**src/rtl/beacon_burst_scheduler.sv**
```systemverilog
`timescale 1ns/1ps
`default_nettype none
// ============================================================================
//  Module      : beacon_burst_scheduler
//  Description : Plays the beacon ROM out as repeated bursts with an idle gap.
//  Revision    : 1.0 - initial release
// ============================================================================
module beacon_burst_scheduler #(
    parameter int DEPTH = 40,
    parameter int AW    = 6,
    parameter int DW    = 24,
    parameter int GW    = 16
) (
    input  logic          clk,
    input  logic          rst_n,
    input  logic          start,
    input  logic          abort,
    input  logic [7:0]    num_bursts,
    input  logic [GW-1:0] gap_cycles,
    output logic          rom_en,
    output logic [AW-1:0] rom_addr,
    input  logic [DW-1:0] rom_data,
    output logic [DW-1:0] beacon_out,
    output logic          beacon_valid,
    output logic          busy,
    output logic          done,
    output logic [7:0]    burst_idx
);

    localparam logic [1:0] S_IDLE  = 2'd0;
    localparam logic [1:0] S_PLAY  = 2'd1;
    localparam logic [1:0] S_GAP   = 2'd2;
    localparam logic [1:0] S_FLUSH = 2'd3;

    localparam logic [AW-1:0] LAST_ADDR = AW'(DEPTH - 1);

    logic [1:0]    r_state;
    logic          r_rom_en;
    logic [AW-1:0] r_rom_addr;
    logic [7:0]    r_burst_idx;
    logic [7:0]    r_num;
    logic [GW-1:0] r_gap;
    logic [GW-1:0] r_gap_cnt;
    logic          r_valid;
    logic          r_done;

    logic w_idle;
    logic w_accept;
    logic w_zero_req;
    logic w_abort;
    logic w_last_burst;

    assign w_idle       = (r_state == S_IDLE);
    assign w_accept     = w_idle && start && !abort && (num_bursts != 8'd0);
    assign w_zero_req   = w_idle && start && !abort && (num_bursts == 8'd0);
    assign w_abort      = abort && !w_idle;
    assign w_last_burst = (r_burst_idx == (r_num - 8'd1));

    always_ff @(posedge clk or negedge rst_n) begin
        if (!rst_n) begin
            r_state     <= S_IDLE;
            r_rom_en    <= 1'b0;
            r_rom_addr  <= '0;
            r_burst_idx <= 8'd0;
            r_num       <= 8'd0;
            r_gap       <= '0;
            r_gap_cnt   <= '0;
            r_valid     <= 1'b0;
            r_done      <= 1'b0;
        end else begin
            r_done <= 1'b0;
            // An abort discards the sample whose read is already in flight.
            r_valid <= r_rom_en && !w_abort;
            if (w_abort) begin
                r_state     <= S_IDLE;
                r_rom_en    <= 1'b0;
                r_rom_addr  <= '0;
                r_burst_idx <= 8'd0;
                r_gap_cnt   <= '0;
            end else begin
                case (r_state)
                    S_IDLE: begin
                        if (w_accept) begin
                            r_num       <= num_bursts;
                            r_gap       <= gap_cycles;
                            r_rom_addr  <= '0;
                            r_burst_idx <= 8'd0;
                            r_rom_en    <= 1'b1;
                            r_state     <= S_PLAY;
                        end else if (w_zero_req) begin
                            r_done <= 1'b1;
                        end
                    end
                    S_PLAY: begin
                        if (r_rom_addr == LAST_ADDR) begin
                            r_rom_addr <= '0;
                            if (w_last_burst) begin
                                // done lines up with the final sample leaving the ROM
                                r_state  <= S_FLUSH;
                                r_rom_en <= 1'b0;
                                r_done   <= 1'b1;
                            end else begin
                                r_burst_idx <= r_burst_idx + 8'd1;
                                if (r_gap != '0) begin
                                    r_state   <= S_GAP;
                                    r_rom_en  <= 1'b0;
                                    r_gap_cnt <= r_gap;
                                end
                            end
                        end else begin
                            r_rom_addr <= r_rom_addr + AW'(1);
                        end
                    end
                    S_GAP: begin
                        r_gap_cnt <= r_gap_cnt - GW'(1);
                        if (r_gap_cnt == GW'(1)) begin
                            r_state  <= S_PLAY;
                            r_rom_en <= 1'b1;
                        end
                    end
                    default: begin
                        r_state <= S_IDLE;
                    end
                endcase
            end
        end
    end

    assign rom_en       = r_rom_en;
    assign rom_addr     = r_rom_addr;
    assign beacon_valid = r_valid;
    assign beacon_out   = r_valid ? rom_data : '0;
    assign busy         = !w_idle;
    assign done         = r_done;
    assign burst_idx    = r_burst_idx;

endmodule
`default_nettype wire

```
**config.mk**
```make
export PLATFORM = sky130hd
export DESIGN_NAME = beacon_burst_scheduler
export DESIGN_NICKNAME = d
export VERILOG_FILES = /design/src/rtl/beacon_burst_scheduler.sv
export SDC_FILE = /design/constraint.sdc
export NUM_CORES = 1
export LEC_CHECK = 0
export CORE_MARGIN = 5
export CORE_UTILIZATION = 55
export CTS_BUF_LIST = sky130_fd_sc_hd__clkbuf_4 sky130_fd_sc_hd__clkbuf_8
export DETAILED_ROUTE_END_ITERATION = 10
export PLACE_DENSITY = 0.9
export SKIP_CTS_REPAIR_TIMING = 1
export SLEW_MARGIN = 15
export SYNTH_ARGS = -nofsm -noshare
export SYNTH_HDL_FRONTEND = slang
export SYNTH_SLANG_ARGS = --single-unit
```
**constraint.sdc**
```tcl
create_clock -name clk -period 7.1 [get_ports clk]
set_input_delay 1.42 -clock clk [delete_from_list [all_inputs] [get_ports clk]]
set_output_delay 1.42 -clock clk [all_outputs]
set_load 0.005 [all_outputs]
```
## After elaboration in Yosys (flattened, before gate mapping)

Index checks and enable logic that the tools add are counted.

| cells by class | value |
|---|---|
| $add $sub $neg | 4 |
| eq/ne operators | 11 |
| multiplexer cells | 35 |
| bitwise gates (word level) | 1 |
| reduce and logical (&&, ||, !) cells | 22 |

Operator list:

| operator | count |
|---|---|
| 2-to-1 mux 16 bit | 4 |
| 2-to-1 mux 8 bit | 4 |
| case mux 16 bit (2 select lines) | 1 |
| 2-to-1 mux 24 bit | 1 |
| 2-to-1 mux 6 bit | 3 |
| == test 16 x 1 -> 1 bit (second input constant) | 1 |
| case mux 8 bit (2 select lines) | 1 |
| nonzero test 16 bit | 1 |
| subtractor 16 x 1 -> 16 bit (second input constant) | 1 |
| 2-to-1 mux 2 bit | 6 |
| inequality test 3 bit (second input constant) | 4 |
| case mux 6 bit (2 select lines) | 1 |
| AND reduction 4 bit | 3 |
| 2-to-1 mux 1 bit | 11 |
| adder 8 x 1 -> 8 bit (second input constant) | 1 |
| == test 8 bit | 1 |
| logical NOT 8 bit | 1 |
| nonzero test 8 bit | 1 |
| subtractor 8 x 1 -> 8 bit (second input constant) | 1 |
| adder 6 x 1 -> 6 bit (second input constant) | 1 |
| == test 6 bit (second input constant) | 1 |
| logical AND 1 bit | 6 |
| case mux 2 bit (3 select lines) | 1 |
| nonzero test 3 bit | 2 |
| 13 further kinds | 15 |

| storage, ports and cells | value |
|---|---|
| register bits after elaboration | 59 |
| input bits | 52 |
| output and inout port bits | 42 |
| word-level logic and storage cells | 82 |

## Logic depth before layout (Yosys ltp)

| logic depth | value |
|---|---|
| word-level depth | 8 |
| mapped depth | 10 |
| depth with buffers taken out | 8 |

## Least setup slack after synthesis

OpenSTA, ideal clock, no wires.

| timing | value |
|---|---|
| path kind | input port to flip-flop |
| start | input port num_bursts[5] |
| end | register r_rom_addr[4] (netlist: rom_addr[4]) |
| setup time | 0.140 ns |
| data arrival time | 3.006 ns |
| data required time | 6.960 ns |
| slack | 3.954 ns |
| cell stages on the path | 7 |
| buffers on the path | 1 |
| cell sequence | or4_1 -> o21ai_0 -> a21o_2 -> clkbuf_1 -> nor2_1 -> mux2i_1 -> o21ai_0 |

| on the way | value |
|---|---|
| longest elaborated chain between the ends | 4 |

Ends and longest elaborated chain:

| item | line | source |
|---|---|---|
| start: declaration | 18 | `input logic [7:0] num_bursts,` |
| nonzero test 8 bit | 54 | `assign w_accept = w_idle && start && !abort && (num_bursts != 8'd0);` |
| logical AND 1 bit | 54 |  |
| inequality test 3 x 1 -> 1 bit (no line) | n/a |  |
| AND reduction 2 bit (no line) | n/a |  |
| end signal: assignment | 111 | `r_rom_addr <= r_rom_addr + AW'(1);` |
| end: declaration | 39 | `logic [AW-1:0] r_rom_addr;` |

No other way between the ends.
A chain may end at the register's enable or synchronous reset.

## Worst setup path after layout

| timing | value |
|---|---|
| start | input port abort |
| end | register r_gap_cnt[5] |

| on the way | value |
|---|---|
| longest elaborated chain between the ends | 3 |
| elaborated cells on any way between the ends | 7 |
| classes of those cells | eq/ne: 3; mux: 1; reduce/logical: 3 |

Ends and longest elaborated chain:

| item | line | source |
|---|---|---|
| start: declaration | 17 | `input logic abort,` |
| logical AND 1 bit * | 56 | `assign w_abort = abort && !w_idle;` |
| inequality test 3 bit (no line) / nonzero test 3 bit (equally long branches) | n/a |  |
| AND reduction 4 bit (no line) | n/a |  |
| end signal: assignment | 107 | `r_gap_cnt <= r_gap;` |
| end signal: assignment | 115 | `r_gap_cnt <= r_gap_cnt - GW'(1);` |
| end: declaration | 43 | `logic [GW-1:0] r_gap_cnt;` |

Mark *: on every way between the ends. The rest lies on a longest branch, timed or not.

==> flow_summary.yaml <==
run_status:
  status: "complete, no violations"
synth:
  synth_mux_area_frac: 0.0970
  synth_simple_gate_area_frac: 0.265
  syn_area_um2: 3830
  syn-instance-count: 413
  async_flop_share: 1.00
  synth.ff_latch_count: 59
  synth_top_family_by_area: "simple AND/OR/NAND/NOR gates"
  syn-num-nets: 475
  synth_top_flop_cell: "dfrtp_1"
  synth_xor_area_frac: 0.0183
  synth-compound-area-share: 0.161
  yosys_warnings: 0
  synth.avg_cell_area_um2: 9.28
  synth_enable_flop_cells: 0
  synthDistinctLibCells: 58
  yosysSeqAreaShare: 0.385
  synthAdderAreaFrac: 0.0326
setup_path:
  critPathLaunchType: "input port"
  crit_buf_inv: 1
  crit_slowest_cell: "nor2_1"
  crit_arrival_ps: 4850
  critPathRequiredTime_ps: 7330
  path_depth: 7
  critPathTopFamily: "simple AND/OR/NAND/NOR gates"
  critPathMaxFanout: 18
  path_cells: "clkdlybuf4s50_1, nand2b_1, nand2_1, nor2_1, nor2_1, o21ai_1, a211o_1"
  critPathKind: "input port to flip-flop"
  rr_worst_depth: 8
  cpPeakStageDelay_ps: 740
  cp-end-kind: "flip-flop"
  cp_common_cell: "nor2_1"
power:
  vdd_drop_max_uv: 205
  power.density_nw_per_um2: 375
  leakage_nw: 2.05
drt:
  drt-initial-drc-count: 330
  avgViaCountPerCell: 6.27
  routedWlPerCell_um: 18.4
  num_vias: 3749
  drc: 0
  antenna_left: 0
  firstDrtPassIters: 5
  finalWirelength_um: 11000
floorplan:
  die_area_um2: 8740
  placementRows: 30
  dieWidth_um: 93.5
  initial_utilization: 0.564
  core_um2: 6790
  ios: 94
  die_y_um: 93.5
sta:
  max_clock_freq_ghz: 0.216
  setup_viol_count_final: 0
  rsz0062_at_grt: "false"
  fin_setup_tns_ps: 0
  fin_skew_ps: 12.9
  finalMaxSlewViolations: 0
  post-route-min-period_ps: 4630
  tightest_slew_ps: 1030
  hold_viol_final: 0
  relSlewSlack: 0.310
  hold_ws_ps: 506
  final.period_utilization: 0.652
  finalWorstSetupSlack_ps: 2470
clock_tree:
  cts_buffer_depth: 2
  cts_tree: "done"
  insertion_delay_ps: 340
  cts_made_buffers: 9
  cts.sinks: 59
  clk_pin_slew_ps: 70
  htree_levels: 3
  root_buffer: "clkbuf_8"
global_route:
  grt_pass1_wl_um: 17800
  grt_overflow: 0
  grt_pass1_vias: 3610
  grt.total_usage: 0.255
  grt_max_degree: 60
  antenna_found_initial: 0
placed_design:
  gp_congestion: 0.892
  port_buffers: 93
  post-place-ws_ps: 2290
  dp_hpwl_um: 7660
layout:
  final_layout_size_suffix_gt1_frac: 0.122
  n_fill_cell: 496
  finalNetCount: 559
  syn2layout_area_growth_pct: 31.1
  diodes: 0
hold_path:
  hold_class: "flip-flop to flip-flop"
  holdPathStages: 1
flow_run:
  maxCapViolCount: 0
## power by group
group / internal (W) / switching, W
Combinational: 0.000435 / 0.000501
Sequential: 0.000459 / 0.000138
Clock: 0.000215 / 0.000136
Total: 0.00111 / 0.000774
## Yosys cell counts, types with 6 or more instances
cell	n	share of area
dfrtp_1	59	0.39
nand2_1	36	0.035
and2_1	27	0.044
o21ai_0	27	0.035
mux2_2	25	0.073
nor2_1	24	0.024
clkbuf_1	19	0.019
inv_1	14	0.014
nor3_1	14	0.018
nand4_1	13	0.021
nand3_1	12	0.016
ha_1	10	0.033
or3_1	10	0.016
a32o_1	9	0.024
mux2i_1	9	0.024
nor4_1	9	0.015
and3_1	7	0.011
a21oi_1	6	0.0078
nand3b_1	6	0.012
o211ai_1	6	0.012
## registers in the layout (all words and copies together), names as in the netlist
| register | flops |
|---|---|
| burst_idx | 8 |
| r_num | 8 |
| done | 1 |
| r_state | 2 |
| beacon_valid | 1 |
| rom_en | 1 |
| r_gap | 16 |
| r_gap_cnt | 16 |
| rom_addr | 6 |
## worst reg2reg max path, delay by kind of cell, from the launching register on
family	cells	cell delay [ps]
AO/OA/AOI/OAI	2	710
AND/OR/NAND/NOR	4	2150
adder cells (fa/ha/maj)	1	350
flip-flops	1	450
buffers and inverters	1	130
## cells by family (layout without fill, tap and decap cells)
logic type	Yosys count	count (layout)
muxes	34	34
buffers and inverters	37	126
adders and majority gates	10	10
and+or+nand+nor	182	182
AOI/OAI and AO/OA	83	83
xor gates and xnor gates	8	8
DFF	59	59
## worst paths after layout
path	from	endpoint	slack, ps
hold / removal	r_gap_cnt[9]	r_gap_cnt[9]	510
setup / recovery	abort	r_gap_cnt[5]	2470
hold reg to reg	r_gap_cnt[9]	r_gap_cnt[9]	510
min in group asynchronous	rst_n	burst_idx[5]	1210
setup reg to reg	r_state[0]	r_gap_cnt[5]	3190
max in group asynchronous	rst_n	r_gap[1]	5370
## per-layer routing
metal / up-vias / GRT usage / part of all wire
met4: 0 / 0.0965 / 0.017
met1: 1802 / 0.320 / 0.39
li1: 1696 / - / -
met5: - / 0 / 0
met3: 19 / 0.0418 / 0.10
met2: 232 / 0.437 / 0.49
## stage by stage
step / std cells / power, W / utilization / instance area, um^2
after detailed placement: 582 / 0.00151 / 0.706 / 4800
after global routing: 598 / 0.00201 / 0.740 / 5020
after global placement: 582 / 0.00147 / 0.706 / 4800
after CTS: 598 / 0.00187 / 0.740 / 5020
final: 598 / 0.00188 / 0.740 / 5020
after floorplan: 413 / 0.00120 / - / 3830
## layout make-up
type,instances,area [um^2],area share
Clock buffer,12,153,0.0304
Clock inverter,4,73.8,0.0147
Inverter,14,52.6,0.0105
Multi-Input combinational cell,317,2200,0.438
Sequential cell,59,1480,0.294
Tap cell,96,120,0.0239
Timing Repair Buffer,96,948,0.189
## cells in the final DEF, fill, tap and decap left out, types with 3 or more instances in the layout
cell,netlist,final
clkdlybuf4s50_1,0,92
mux2_2,25,25
clkbuf_8,0,10
o221ai_1,5,5
and2_1,27,27
nor3_1,14,14
nand4b_1,4,4
and3_1,7,7
mux2i_1,9,9
dfrtp_1,59,59
or4_1,5,5
nand4_1,13,13
nand3b_1,6,6
buf_4,1,3
nand2_1,36,36
xnor2_1,4,4
nand2b_1,3,3
nor2b_1,3,3
a32o_1,9,9
o211ai_2,3,3
nand3_1,12,12
o211ai_1,6,6
ha_1,10,10
o31ai_1,4,4
inv_1,14,14
nor4_1,9,9
o21ai_0,27,27
nor2_1,24,23
or3_1,10,10
xor2_1,4,4
a21oi_1,6,6
Note: power is estimated with default switching activity, not from simulation.
